File: src/rtl/seq_alu.sv
// seq_alu: multi-cycle 8-bit execution unit between the register-file read ports
// and writeback. Single-cycle ADD/SUB/AND/XOR/PASSB, shifts iterate one bit per
// cycle, optional shift-add MUL over 8 cycles.
// Configuration macro: SEQ_ALU_MUL_EN (defined = multiplier present; undefined =
// op 110 completes in one cycle with result 0, carry 0).
// Ports:
//   clk, reset          rising-edge clock, synchronous active-high reset
//   start, op, datA/B   request, opcode and operands (sampled when accepted)
//   result, carry, zero registered result and flags, updated only on done
//   busy                operation in flight
//   done                one-cycle completion pulse (writeback enable)
module seq_alu #(
    parameter int unsigned W = 8
) (
    input  logic         clk,
    input  logic         reset,
    input  logic         start,
    input  logic [2:0]   op,
    input  logic [W-1:0] datA,
    input  logic [W-1:0] datB,
    output logic [W-1:0] result,
    output logic         carry,
    output logic         zero,
    output logic         busy,
    output logic         done
);

    localparam int unsigned CNT_W = 4;

    localparam logic [2:0] OP_ADD   = 3'b000;
    localparam logic [2:0] OP_SUB   = 3'b001;
    localparam logic [2:0] OP_AND   = 3'b010;
    localparam logic [2:0] OP_XOR   = 3'b011;
    localparam logic [2:0] OP_SHL   = 3'b100;
    localparam logic [2:0] OP_SHR   = 3'b101;
    localparam logic [2:0] OP_MUL   = 3'b110;
    localparam logic [2:0] OP_PASSB = 3'b111;

    typedef enum logic {S_IDLE, S_RUN} state_t;

    state_t           state;
    logic [2:0]       op_q;
    logic [2:0]       k_q;
    logic [W-1:0]     acc_q;
    logic [CNT_W-1:0] cnt_q;

    logic             accept;
    logic             active;
    logic [2:0]       s_op;
    logic [2:0]       s_k;
    logic [W-1:0]     s_acc;
    logic [CNT_W-1:0] s_cnt;
    logic [W-1:0]     n_acc;
    logic             n_cout;
    logic [CNT_W-1:0] n_cnt;
    logic [CNT_W-1:0] lat;
    logic             last;
    logic [W:0]       sum_ab;
    logic [W-1:0]     fin_res;
    logic             fin_c;

`ifdef SEQ_ALU_MUL_EN
    logic [W-1:0] a_q;
    logic [W-1:0] hi_q;
    logic [W-1:0] s_a;
    logic [W-1:0] s_hi;
    logic [W-1:0] n_hi;
    logic [W:0]   psum;
`endif

    // Iteration step: on an accepted start the operands feed the step directly,
    // so the accept edge is itself the first iteration.
    always_comb begin
        accept = start && (state == S_IDLE);
        active = accept || (state == S_RUN);
        s_op   = accept ? op : op_q;
        s_k    = accept ? datB[2:0] : k_q;
        s_cnt  = accept ? '0 : cnt_q;
        s_acc  = accept ? ((op == OP_MUL) ? datB : datA) : acc_q;
        n_acc  = s_acc;
        n_cout = 1'b0;
        n_cnt  = s_cnt + CNT_W'(1);
`ifdef SEQ_ALU_MUL_EN
        s_a  = accept ? datA : a_q;
        s_hi = accept ? '0 : hi_q;
        // {hi, acc} acts as one product register; acc starts as the multiplier
        psum = {1'b0, s_hi} + (s_acc[0] ? {1'b0, s_a} : '0);
        n_hi = psum[W:1];
`endif
        lat = CNT_W'(1);
        case (s_op)
            OP_SHL: begin
                n_acc  = {s_acc[W-2:0], 1'b0};
                n_cout = s_acc[W-1];
                lat    = (s_k == 3'd0) ? CNT_W'(1) : CNT_W'(s_k);
            end
            OP_SHR: begin
                n_acc  = {1'b0, s_acc[W-1:1]};
                n_cout = s_acc[0];
                lat    = (s_k == 3'd0) ? CNT_W'(1) : CNT_W'(s_k);
            end
`ifdef SEQ_ALU_MUL_EN
            OP_MUL: begin
                n_acc = {psum[0], s_acc[W-1:1]};
                lat   = CNT_W'(8);
            end
`endif
            default: ;
        endcase
        last = (n_cnt == lat);
    end

    // Final result and carry; single-cycle ops only finish on the accept edge,
    // so they read the live operands.
    always_comb begin
        sum_ab  = {1'b0, datA} + {1'b0, datB};
        fin_res = '0;
        fin_c   = 1'b0;
        case (s_op)
            OP_ADD: begin
                fin_res = sum_ab[W-1:0];
                fin_c   = sum_ab[W];
            end
            OP_SUB: begin
                fin_res = datA - datB;
                fin_c   = (datA >= datB);
            end
            OP_AND:   fin_res = datA & datB;
            OP_XOR:   fin_res = datA ^ datB;
            OP_PASSB: fin_res = datB;
            OP_SHL, OP_SHR: begin
                if (s_k == 3'd0) begin
                    fin_res = datA;
                end else begin
                    fin_res = n_acc;
                    fin_c   = n_cout;
                end
            end
            OP_MUL: begin
`ifdef SEQ_ALU_MUL_EN
                fin_res = n_acc;
                fin_c   = |n_hi;
`endif
            end
            default: ;
        endcase
    end

    // State, working registers and registered outputs
    always_ff @(posedge clk) begin
        if (reset) begin
            state  <= S_IDLE;
            op_q   <= '0;
            k_q    <= '0;
            acc_q  <= '0;
            cnt_q  <= '0;
            result <= '0;
            carry  <= 1'b0;
            zero   <= 1'b0;
            busy   <= 1'b0;
            done   <= 1'b0;
`ifdef SEQ_ALU_MUL_EN
            a_q    <= '0;
            hi_q   <= '0;
`endif
        end else begin
            done <= 1'b0;
            if (active) begin
                op_q  <= s_op;
                k_q   <= s_k;
                acc_q <= n_acc;
                cnt_q <= n_cnt;
`ifdef SEQ_ALU_MUL_EN
                a_q   <= s_a;
                hi_q  <= n_hi;
`endif
                if (last) begin
                    state  <= S_IDLE;
                    busy   <= 1'b0;
                    done   <= 1'b1;
                    result <= fin_res;
                    carry  <= fin_c;
                    zero   <= (fin_res == '0);
                end else begin
                    state <= S_RUN;
                    busy  <= 1'b1;
                end
            end
        end
    end

endmodule

File: config.mk
export PLATFORM = sky130hd
export DESIGN_NAME = seq_alu
export DESIGN_NICKNAME = d
export VERILOG_FILES = /design/src/rtl/seq_alu.sv
export SDC_FILE = /design/constraint.sdc
export NUM_CORES = 1
export LEC_CHECK = 0
export ABC_CLOCK_PERIOD_IN_PS = 3100
export CAP_MARGIN = 20
export CORE_MARGIN = 2
export CORE_UTILIZATION = 51
export CTS_BUF_LIST = sky130_fd_sc_hd__clkbuf_4 sky130_fd_sc_hd__clkbuf_8 sky130_fd_sc_hd__clkbuf_16
export DETAILED_ROUTE_END_ITERATION = 8
export GPL_ROUTABILITY_DRIVEN = 0
export PLACE_DENSITY = 0.77
export SLEW_MARGIN = 40
export SYNTH_ARGS = -nofsm -noshare
export SYNTH_HDL_FRONTEND = slang
export SYNTH_SLANG_ARGS = --single-unit
File: constraint.sdc
create_clock -name clk -period 3.1 [get_ports clk]
set_input_delay 0.62 -clock clk [delete_from_list [all_inputs] [get_ports clk]]
set_output_delay 0.62 -clock clk [all_outputs]
set_load 0.01 [all_outputs]
==> results list, run 1 <==
* Net count of the finished layout: 534
- The average instance in the mapped netlist occupies 7.62 um^2.
- Sequential cell area fraction in the yosys report: 0.213
* Initial DRC Count: 356
* Pin count of the biggest net entering global routing: 25
- Reg power frac: 0.264
- By instance count, the cell type seen most on the critical path is sky130_fd_sc_hd__nor4_1.
- Clock transition at the registers of the reported paths: 0.07 ns
- Maximum frequency from static timing analysis: 318 MHz
* Average wire length per cell after detail routing: 19.2 um
- The floorplan step set the die height to 78.3 um.
- The critical path goes through clkdlybuf4s50_1, nand3b_1, a211oi_1, or2_2, nor4_1, nor4_1, nand4_1, or4_1, o31ai_1.
* Violations in the final reports: negative setup slack
- The floorplan has 27 rows.
- Critical path buffers and inverters: 1
- Setup total negative slack on the finished layout was measured at -0.0408 ns.
- Design area: 4230 um^2
- The number of hold-slack violations in the final timing report came to 0.
- The floorplan step set the die width to 78.3 um.
- No sink is reached through more buffers than the 2 on the longest clock path.
- Global Route Usage Sum: 0.334
- On the critical path the largest part of the delay comes from simple AND/OR/NAND/NOR gates.
- Of the cells placed in the final design, the portion with a size suffix greater than 1 is 0.340.
- Leading register cell type out of synthesis: sky130_fd_sc_hd__dfxtp_1
- Number of global-route vias before repair: 3399
* Overall overflow remaining after global route: 0
- Summed over all layers, the routed wires come to 10.9 mm.
- DRC violation count after routing: 0
- The worst setup path is launched from an input pin.
- Core Util, Final: 0.782
- HPWL after detailed placement: 7.37 mm
* Area of combinational cells with multiple inputs: 2240 um^2
* Transition time of the tightest slew-check pin: 0.744 ns
* Relative slew slack: 0.500
- Clk Tree Root Cell: sky130_fd_sc_hd__clkbuf_8
- Synthesized-area fraction occupied by and/or/nand/nor cells: 0.229
* Internal Pwr Total: 0.00110 W
- At the worst endpoint, the required time is 3.30 ns.
* Critical path capture point type: flop
- Gate count of the mapped netlist: 370
* Worst min-delay path class: flop to flop
- The synthesized design contains 30 register bits.
- Total clock buffers created by CTS: 5
- Largest clock skew in the final design: 0.00940 ns
* Number of max-cap violations: 0
- The floorplan step defined a die boundary enclosing 6140 um^2.
- The share of synthesized area in the top cell type comes to 0.213.
* Area inside the core boundary: 5410 um^2
- The number of antenna violations at the first check in global routing is 0.
* Boundary pin count: 34
- Worst endpoint data arrival time: 3.34 ns
- Post-Synthesis Cell Area: 2820 um^2
* Count of pins over their slew limit: 0
- Of the total synthesized cell area, the portion taken by full adders, half adders and majority gates is 0.0897.
- Combinational family with the most area after synthesis: compound AO/OA/AOI/OAI gates
- Along the worst path, the maximum fanout reaches 5.
* Static Leak: 1.94 nW
- Mux share of post-synthesis cell area: 0.107
- For this design, the sink count on the clock tree is 30.
* DP Cell Count: 550
- Summed over all nets, the switching power comes to 0.000679 W.
- TritonCTS clock tree: done
- Fin worst setup slack: -0.0408 ns
- Area share of xor/xnor cells in the synthesized design: 0.0187
* Post-route antenna net violation count: 0
- Final setup viols: 1
* Htree depth: 2
* Total power density per cell area: 420 nW/um^2
* Hold buffers post-CTS: 0
- For this run, the number of Yosys warnings is 0.
- Share of the clock period used by the worst path after layout: 1.01
* Number of distinct library cells after synthesis: 65
- The routed layout has 3638 vias.
* Area fraction in compound gates after synthesis: 0.280
- Switching part of the total power: 0.382
- The number of antenna diodes in the final layout is 0.
- Crit-path slowest cell: sky130_fd_sc_hd__or4_1
- Maximum vdd ir drop: 0.343 mV
- Longest individual stage delay on the worst path: 0.50 ns
* Count of buffers from port buffering: 33
- Sorting the synthesized cells by area gives the leading types as sky130_fd_sc_hd__dfxtp_1 21%, sky130_fd_sc_hd__mux2i_1 7.8%, sky130_fd_sc_hd__ha_1 7.5%, sky130_fd_sc_hd__nor2_1 7.1%, sky130_fd_sc_hd__a21oi_1 4.6%.
- After filler insertion, the fill cell instance count of the layout stands at 380.
* Area after detailed placement: 3870 um^2
- Gate power share: 0.542
- Count of flip-flops with a built-in enable after synthesis: 0
- Seq. cell area: 601 um^2
- Clock latency of the later-clocked register in the worst-skew pair: 0.29 ns
* Startpoint-to-endpoint class of the critical path: input pin to flop
- Signed area change from the synthesized netlist to the final layout: 50.0%
- The initial utilization of the core area, before any placement, comes to 0.521.
- In the synthesized netlist the async set-or-reset flop fraction comes to 0.
* Router iterations before antenna repair: 5
- Synthesized net count: 411
- Vias per cell: 6.43
- The run finished, with violations left.
* First-pass GRT wire length: 16.2 mm
* Time the worst path needs with I/O delays and setup: 3.14 ns
* Cell type with the largest total area after synthesis: sky130_fd_sc_hd__dfxtp_1
- Cell Count, Final, Fillers Out: 566
- Clock share of power: 0.194
## state kept, by name (all words and copies together), names as in the netlist
| signal | flops |
|---|---|
| k_q | 3 |
| cnt_q | 4 |
| state | 1 |
| acc_q | 8 |
| op_q | 3 |
| done | 1 |
| zero | 1 |
| carry | 1 |
| result | 8 |
## through the flow
stage | total power (W) | hold slack, ns | setup WS [ns]
after global placement | 0.00129 | 0.443 | -0.456
after global routing | 0.00186 | 0.474 | -0.106
after floorplan | 0.000926 | 0.429 | 0.0226
after CTS | 0.00168 | 0.456 | 0.00127
final | 0.00178 | 0.456 | -0.0408
after detailed placement | 0.00131 | 0.447 | -0.593
## layer usage
| metal | part of all wire | wire [um] | global-route usage |
|---|---|---|---|
| met5 | 0 | 0 | 0 |
| met1 | 0.39 | 4250 | 0.416 |
| met3 | 0.091 | 990 | 0.0632 |
| met2 | 0.46 | 4990 | 0.562 |
| met4 | 0.059 | 640 | 0.144 |
## power groups by stage
| stage | clock network, W | logic, W | registers [W] |
|---|---|---|---|
| 6_report | 0.000345 | 0.000963 | 0.000468 |
| 5_1_grt | 0.000363 | 0.00103 | 0.000472 |
| 4_1_cts | 0.000346 | 0.000868 | 0.000466 |
| 3_5_place_dp | 0 | 0.000833 | 0.000473 |
| 3_3_place_gp | 0 | 0.000814 | 0.000472 |
| 2_1_floorplan | 0 | 0.000449 | 0.000477 |
## tightest hold or removal path: cells and delay by family, from the launching register on
family           cells  cell delay (ns)
flip-flops           1             0.31
AND/OR/NAND/NOR      1             0.05
AO/OA/AOI/OAI        1             0.05
## cells in the mapped netlist, types with 4 or more instances
cell and count:
sky130_fd_sc_hd__nor2_1 53, sky130_fd_sc_hd__mux2i_1 22, sky130_fd_sc_hd__inv_1 20, sky130_fd_sc_hd__mux2_2 6
sky130_fd_sc_hd__nand3_1 7, sky130_fd_sc_hd__nor3_1 10, sky130_fd_sc_hd__a211oi_1 11, sky130_fd_sc_hd__dfxtp_1 30
sky130_fd_sc_hd__o211ai_1 6, sky130_fd_sc_hd__o31ai_1 4, sky130_fd_sc_hd__a211o_1 4, sky130_fd_sc_hd__a21oi_1 26
sky130_fd_sc_hd__a22oi_1 4, sky130_fd_sc_hd__buf_2 4, sky130_fd_sc_hd__nand2_1 29, sky130_fd_sc_hd__o211a_1 4
sky130_fd_sc_hd__a31oi_1 4, sky130_fd_sc_hd__o21ai_0 17, sky130_fd_sc_hd__or2_2 5, sky130_fd_sc_hd__clkbuf_1 13
sky130_fd_sc_hd__ha_1 17
## worst paths after layout
kind         depth (start not counted)  slack, ns                     to                  start
min                                  2       0.46  acc_q[2]$_SDFFE_PP0N_  acc_q[2]$_SDFFE_PP0N_
max                                  9      -0.04      zero$_SDFFE_PP0P_                  op[0]
min reg2reg                          2       0.46  acc_q[2]$_SDFFE_PP0N_  acc_q[2]$_SDFFE_PP0N_
max reg2reg                          9       0.02      zero$_SDFFE_PP0P_     state$_SDFFE_PP0N_
## logic make-up (layout without fill, tap and decap cells)
family / Yosys count / after routing
xor+xnor: 6 / 6
compound gates: 112 / 112
buf+inv: 41 / 165
mux: 29 / 29
simple gates: 133 / 133
fa+ha+maj: 19 / 19
flops: 30 / 30
## layout make-up
class                      count  share of cell area
clock buffer                   7              0.0213
inverter                      20              0.0178
timing repair buffer         137               0.265
sequential                    30               0.142
tap                           72              0.0213
clock inverter                 1             0.00118
multi-input combinational    299               0.531
## timing repair
item,4_1_cts,5_1_grt
gates resized for setup,16,41
pin swaps,3,12
hold endpoints to repair,0,0
setup endpoints to repair,3,4
buffers inserted,4,4
## layout by cell type, fill, tap and decap left out, drive strengths merged, types with 6 or more instances in the layout
cell type,instances
dfxtp,30
nor3,10
clkbuf,9
o21ai,18
nand2,29
inv,20
dlymetal6s2s,6
mux2,7
a21oi,26
a211oi,12
nor2,53
mux2i,22
clkdlybuf4s50,22
buf,104
ha,17
nand3,7
o211ai,6
Power figures use the tool's default switching activity.
==> inputs of run 2 (changes only) <==
--- a/config.mk
+++ b/config.mk
@@ -11,7 +11,6 @@
 export CORE_UTILIZATION = 51
 export CTS_BUF_LIST = sky130_fd_sc_hd__clkbuf_4 sky130_fd_sc_hd__clkbuf_8 sky130_fd_sc_hd__clkbuf_16
 export DETAILED_ROUTE_END_ITERATION = 8
-export GPL_ROUTABILITY_DRIVEN = 0
 export PLACE_DENSITY = 0.77
 export SLEW_MARGIN = 40
 export SYNTH_ARGS = -nofsm -noshare
==> run 2 against run 1 <==
Effect of this change:
- the run now ends clean
- hold slack worse by 0.0029 ns
- flip-flop and latch count stayed put
- sequential share of layout area barely moved
- critical path type unchanged
==> results list, run 2 (synthesized netlist as in run 1, its figures left out) <==
* Origin of the critical flop-to-flop path: state$_SDFFE_PP0N_ (unchanged)
- Effective utilization at floorplan: 0.521 (unchanged)
* Worst hold path depth: 2 (unchanged)
- The end point of the worst hold path was acc_q[6]$_SDFFE_PP0N_ (was acc_q[2]$_SDFFE_PP0N_).
* Die extent in x: 78.3 um (unchanged)
- The routed wire length is 10.4 mm (was 10.9 mm).
- The power consumption came to 0.00176 W (was 0.00178 W).
* Clk Tree Root Cell: sky130_fd_sc_hd__clkbuf_8 (unchanged)
- Final setup viols: 0 (was 1)
- Total power density per cell area: 416 nW/um^2 (was 420 nW/um^2)
- The cell row count came to 27 (unchanged).
* Area after detailed placement: 3840 um^2 (was 3870 um^2)
- The highest achievable clock rate was 335 MHz (was 318 MHz).
- Initial DRC Count: 262 (was 356)
* Transition time of the tightest slew-check pin: 0.656 ns (was 0.744 ns)
- Startpoint-to-endpoint class of the critical path: input pin to flop (unchanged)
- The instance count after placement with tap cells included came to 545 (was 550).
* Largest fanout on the critical path: 4 (was 5)
* Overall overflow remaining after global route: 0 (unchanged)
- The endpoint of the lowest-slack register-to-register path is zero$_SDFFE_PP0P_ (unchanged).
- Clock buffer depth: 2 (unchanged)
* Met2 Use GR: 0.578 (was 0.562)
- The final HPWL from detailed placement is 7.41 mm (was 7.37 mm).
- Top library cells by usage in the layout, fill and taps aside: 102 x sky130_fd_sc_hd__buf_4, 52 x sky130_fd_sc_hd__nor2_1, 30 x sky130_fd_sc_hd__dfxtp_1 (unchanged).
- Count of buffers from port buffering: 33 (unchanged)
- Critical path capture point type: flop (unchanged)
- Vias per cell: 6.20 (was 6.43)
- The final cycle utilization of the critical path was 0.962 (was 1.01).
- The number of antenna violations at the first check in global routing came to 0 (unchanged).
* Post-route antenna net violation count: 0 (unchanged)
* Count of pins over their slew limit: 0 (unchanged)
- The type of element launching the critical path is an input pin (unchanged).
* Diode insertion count for antenna repair: 0 (unchanged)
- Area enclosed by the die boundary: 6140 um^2 (unchanged)
- Number of global-route vias before repair: 3375 (was 3399)
- The class of the most critical hold timing path was flop to flop (unchanged).
- Clock latency of the later-clocked register in the worst-skew pair: 0.29 ns (about the same)
- The leading cell type in the layout, fill and taps excluded is sky130_fd_sc_hd__buf_4 (unchanged).
* Met1 routing resource usage after global routing: 0.406 (was 0.416)
- Vias: 3512 (was 3638)
* Critical path buffers and inverters: 1 (unchanged)
- The global-route wire length before repair came to 16.0 mm (was 16.2 mm).
* Crit-path slowest cell: sky130_fd_sc_hd__or4_4 (was sky130_fd_sc_hd__or4_1)
* Static Leak: 1.95 nW (was 1.94 nW)
- The post-cts hold buffer count came to 0 (unchanged).
- The number of sinks handled by clock tree synthesis is 30 (unchanged).
- Met3 routing resource usage after global routing: 0.0506 (was 0.0632)
- The post-route minimum period came to 2.98 ns (was 3.14 ns).
- The clock input transition at the sequential cells of the worst setup and hold paths came to 0.06 ns (was 0.07 ns).
- Run status: completed (was finished with violations)
* Total clock buffers created by CTS: 5 (unchanged)
- The setup clock skew after layout was 0.00758 ns (was 0.00940 ns).
* Internal reg-to-reg setup slack: 0.17 ns (was 0.02 ns)
- The TritonCTS clock tree is done (unchanged).
* Cell count of the worst reg-to-reg path: 10 (was 9)
- The area growth from synthesis to layout is 50.0% (about the same).
- Router iterations before antenna repair: 5 (unchanged)
- GP Congestion: 0.957
- Net count of the finished layout: 534 (unchanged)
- Worst endpoint data arrival time: 3.19 ns (was 3.34 ns)
- Number of failing hold endpoints at the final stage: 0 (unchanged)
- Htree depth: 2 (unchanged)
- Top delay family on crit path: simple AND/OR/NAND/NOR gates (unchanged)
- The design area is 4230 um^2 (about the same).
* Cell Count, Final, Fillers Out: 566 (unchanged)
- Critical Path, Cell by Cell: dlygate4sd2_1, ha_2, fa_2, nor2b_1, nor2_1, o41ai_2, a21oi_1, mux2i_1, nand4_1, or4_4, o31ai_2 (was clkdlybuf4s50_1, nand3b_1, a211oi_1, or2_2, nor4_1, nor4_1, nand4_1, or4_1, o31ai_1)
* Pin count of the biggest net entering global routing: 25 (unchanged)
- The required time of the worst setup path is 3.30 ns (about the same).
* Unrepaired setup endpoints after global routing: false
* Top Usage Layer GRT: met2 (unchanged)
* Number of max-cap violations: 0 (unchanged)
- Average wire length per cell after detail routing: 18.4 um (was 19.2 um)
* DRC violation count after routing: 0 (unchanged)
* Largest registers: acc_q (8), result (8), cnt_q (4) (unchanged)
* Sum of negative setup slack: 0 ns (was -0.0408 ns)
* Area inside the core boundary: 5410 um^2 (unchanged)
* Longest individual stage delay on the worst path: 0.55 ns (was 0.50 ns)
- The startpoint of the worst hold path is acc_q[6]$_SDFFE_PP0N_ (was acc_q[2]$_SDFFE_PP0N_).
- Share of layout cells above drive strength 1: 0.340 (unchanged)
- Relative slew slack: 0.559 (was 0.500)
- The total global routing track utilization came to 0.326 (was 0.334).
- The number of top-level pins was 34 (unchanged).
- DIE HEIGHT: 78.3 um (unchanged)
* Maximum vdd ir drop: 0.357 mV (was 0.343 mV)
run 2: cell count changes in the layout (fill, tap and decap cells not counted), sizes merged:
cell | before | now
clkdlybuf4s15 | 1 | 0
clkdlybuf4s50 | 22 | 20
dlygate4sd2 | 2 | 6
clkbuf | 9 | 8
run 2: worst reg2reg max path: stages (launching register included):
cell,delay [ns]
sky130_fd_sc_hd__dfxtp_1,0.33
sky130_fd_sc_hd__nand2b_1,0.18
sky130_fd_sc_hd__buf_4,0.16
sky130_fd_sc_hd__buf_4,0.18
sky130_fd_sc_hd__and3_1,0.23
sky130_fd_sc_hd__o21ai_0,0.16
sky130_fd_sc_hd__or3b_4,0.43
sky130_fd_sc_hd__a211oi_4,0.32
sky130_fd_sc_hd__o311ai_4,0.16
sky130_fd_sc_hd__or4_4,0.54
sky130_fd_sc_hd__o31ai_2,0.17
run 2: how the worst max path moves through the flow:
stage / slack, ns / start / end / cells after the start
2_1_floorplan: 0.02 / start / zero$_SDFFE_PP0P_ / 12
3_3_place_gp: -0.46 / start / zero$_SDFFE_PP0P_ / 12
3_5_place_dp: -0.61 / start / zero$_SDFFE_PP0P_ / 12
4_1_cts: 0.0005 / op[1] / zero$_SDFFE_PP0P_ / 9
5_1_grt: 0.02 / datB[0] / zero$_SDFFE_PP0P_ / 11
6_report: 0.12 / datB[0] / zero$_SDFFE_PP0P_ / 11
run 2: power breakdown:
part	internal, W	leakage, nW	switching, W
registers	0.000434	0.247	0.0000342
logic	0.000474	1.65	0.000482
clock network	0.000188	0.0517	0.000149
total	0.00110	1.95	0.000665
run 2: routing by layer:
layer  vias up  part of all wire
met1      1652              0.39
met5         -                 0
met4         0             0.034
met2       212              0.49
li1       1601                 -
met3        47             0.084
run 2: repair_timing:
action / in CTS / in global routing
setup endpoints to repair: 3 / 4
resized for setup: 22 / 33
pin swaps: 8 / 14
endpoints found under the hold margin: 0 / 0
gates cloned: 0 / 0
setup buffers: 8 / 5
run 2: layout make-up:
type                            instances  area, um^2
Multi-Input combinational cell        299        2250
Fill cell                             407        1180
Timing Repair Buffer                  137        1120
Clock inverter                          1        5.00
Tap cell                               72        90.1
Clock buffer                            7        90.1
Inverter                               20        75.1
Sequential cell                        30         601
run 2: stage by stage:
stage / hold slack, ns / utilization / setup slack, ns
finish: 0.453 / 0.782 / 0.117
floorplan: 0.429 / - / 0.0226
global route: 0.480 / 0.782 / 0.0237
global placement: 0.442 / 0.710 / -0.463
CTS: 0.457 / 0.751 / 0.000455
detailed placement: 0.449 / 0.710 / -0.608
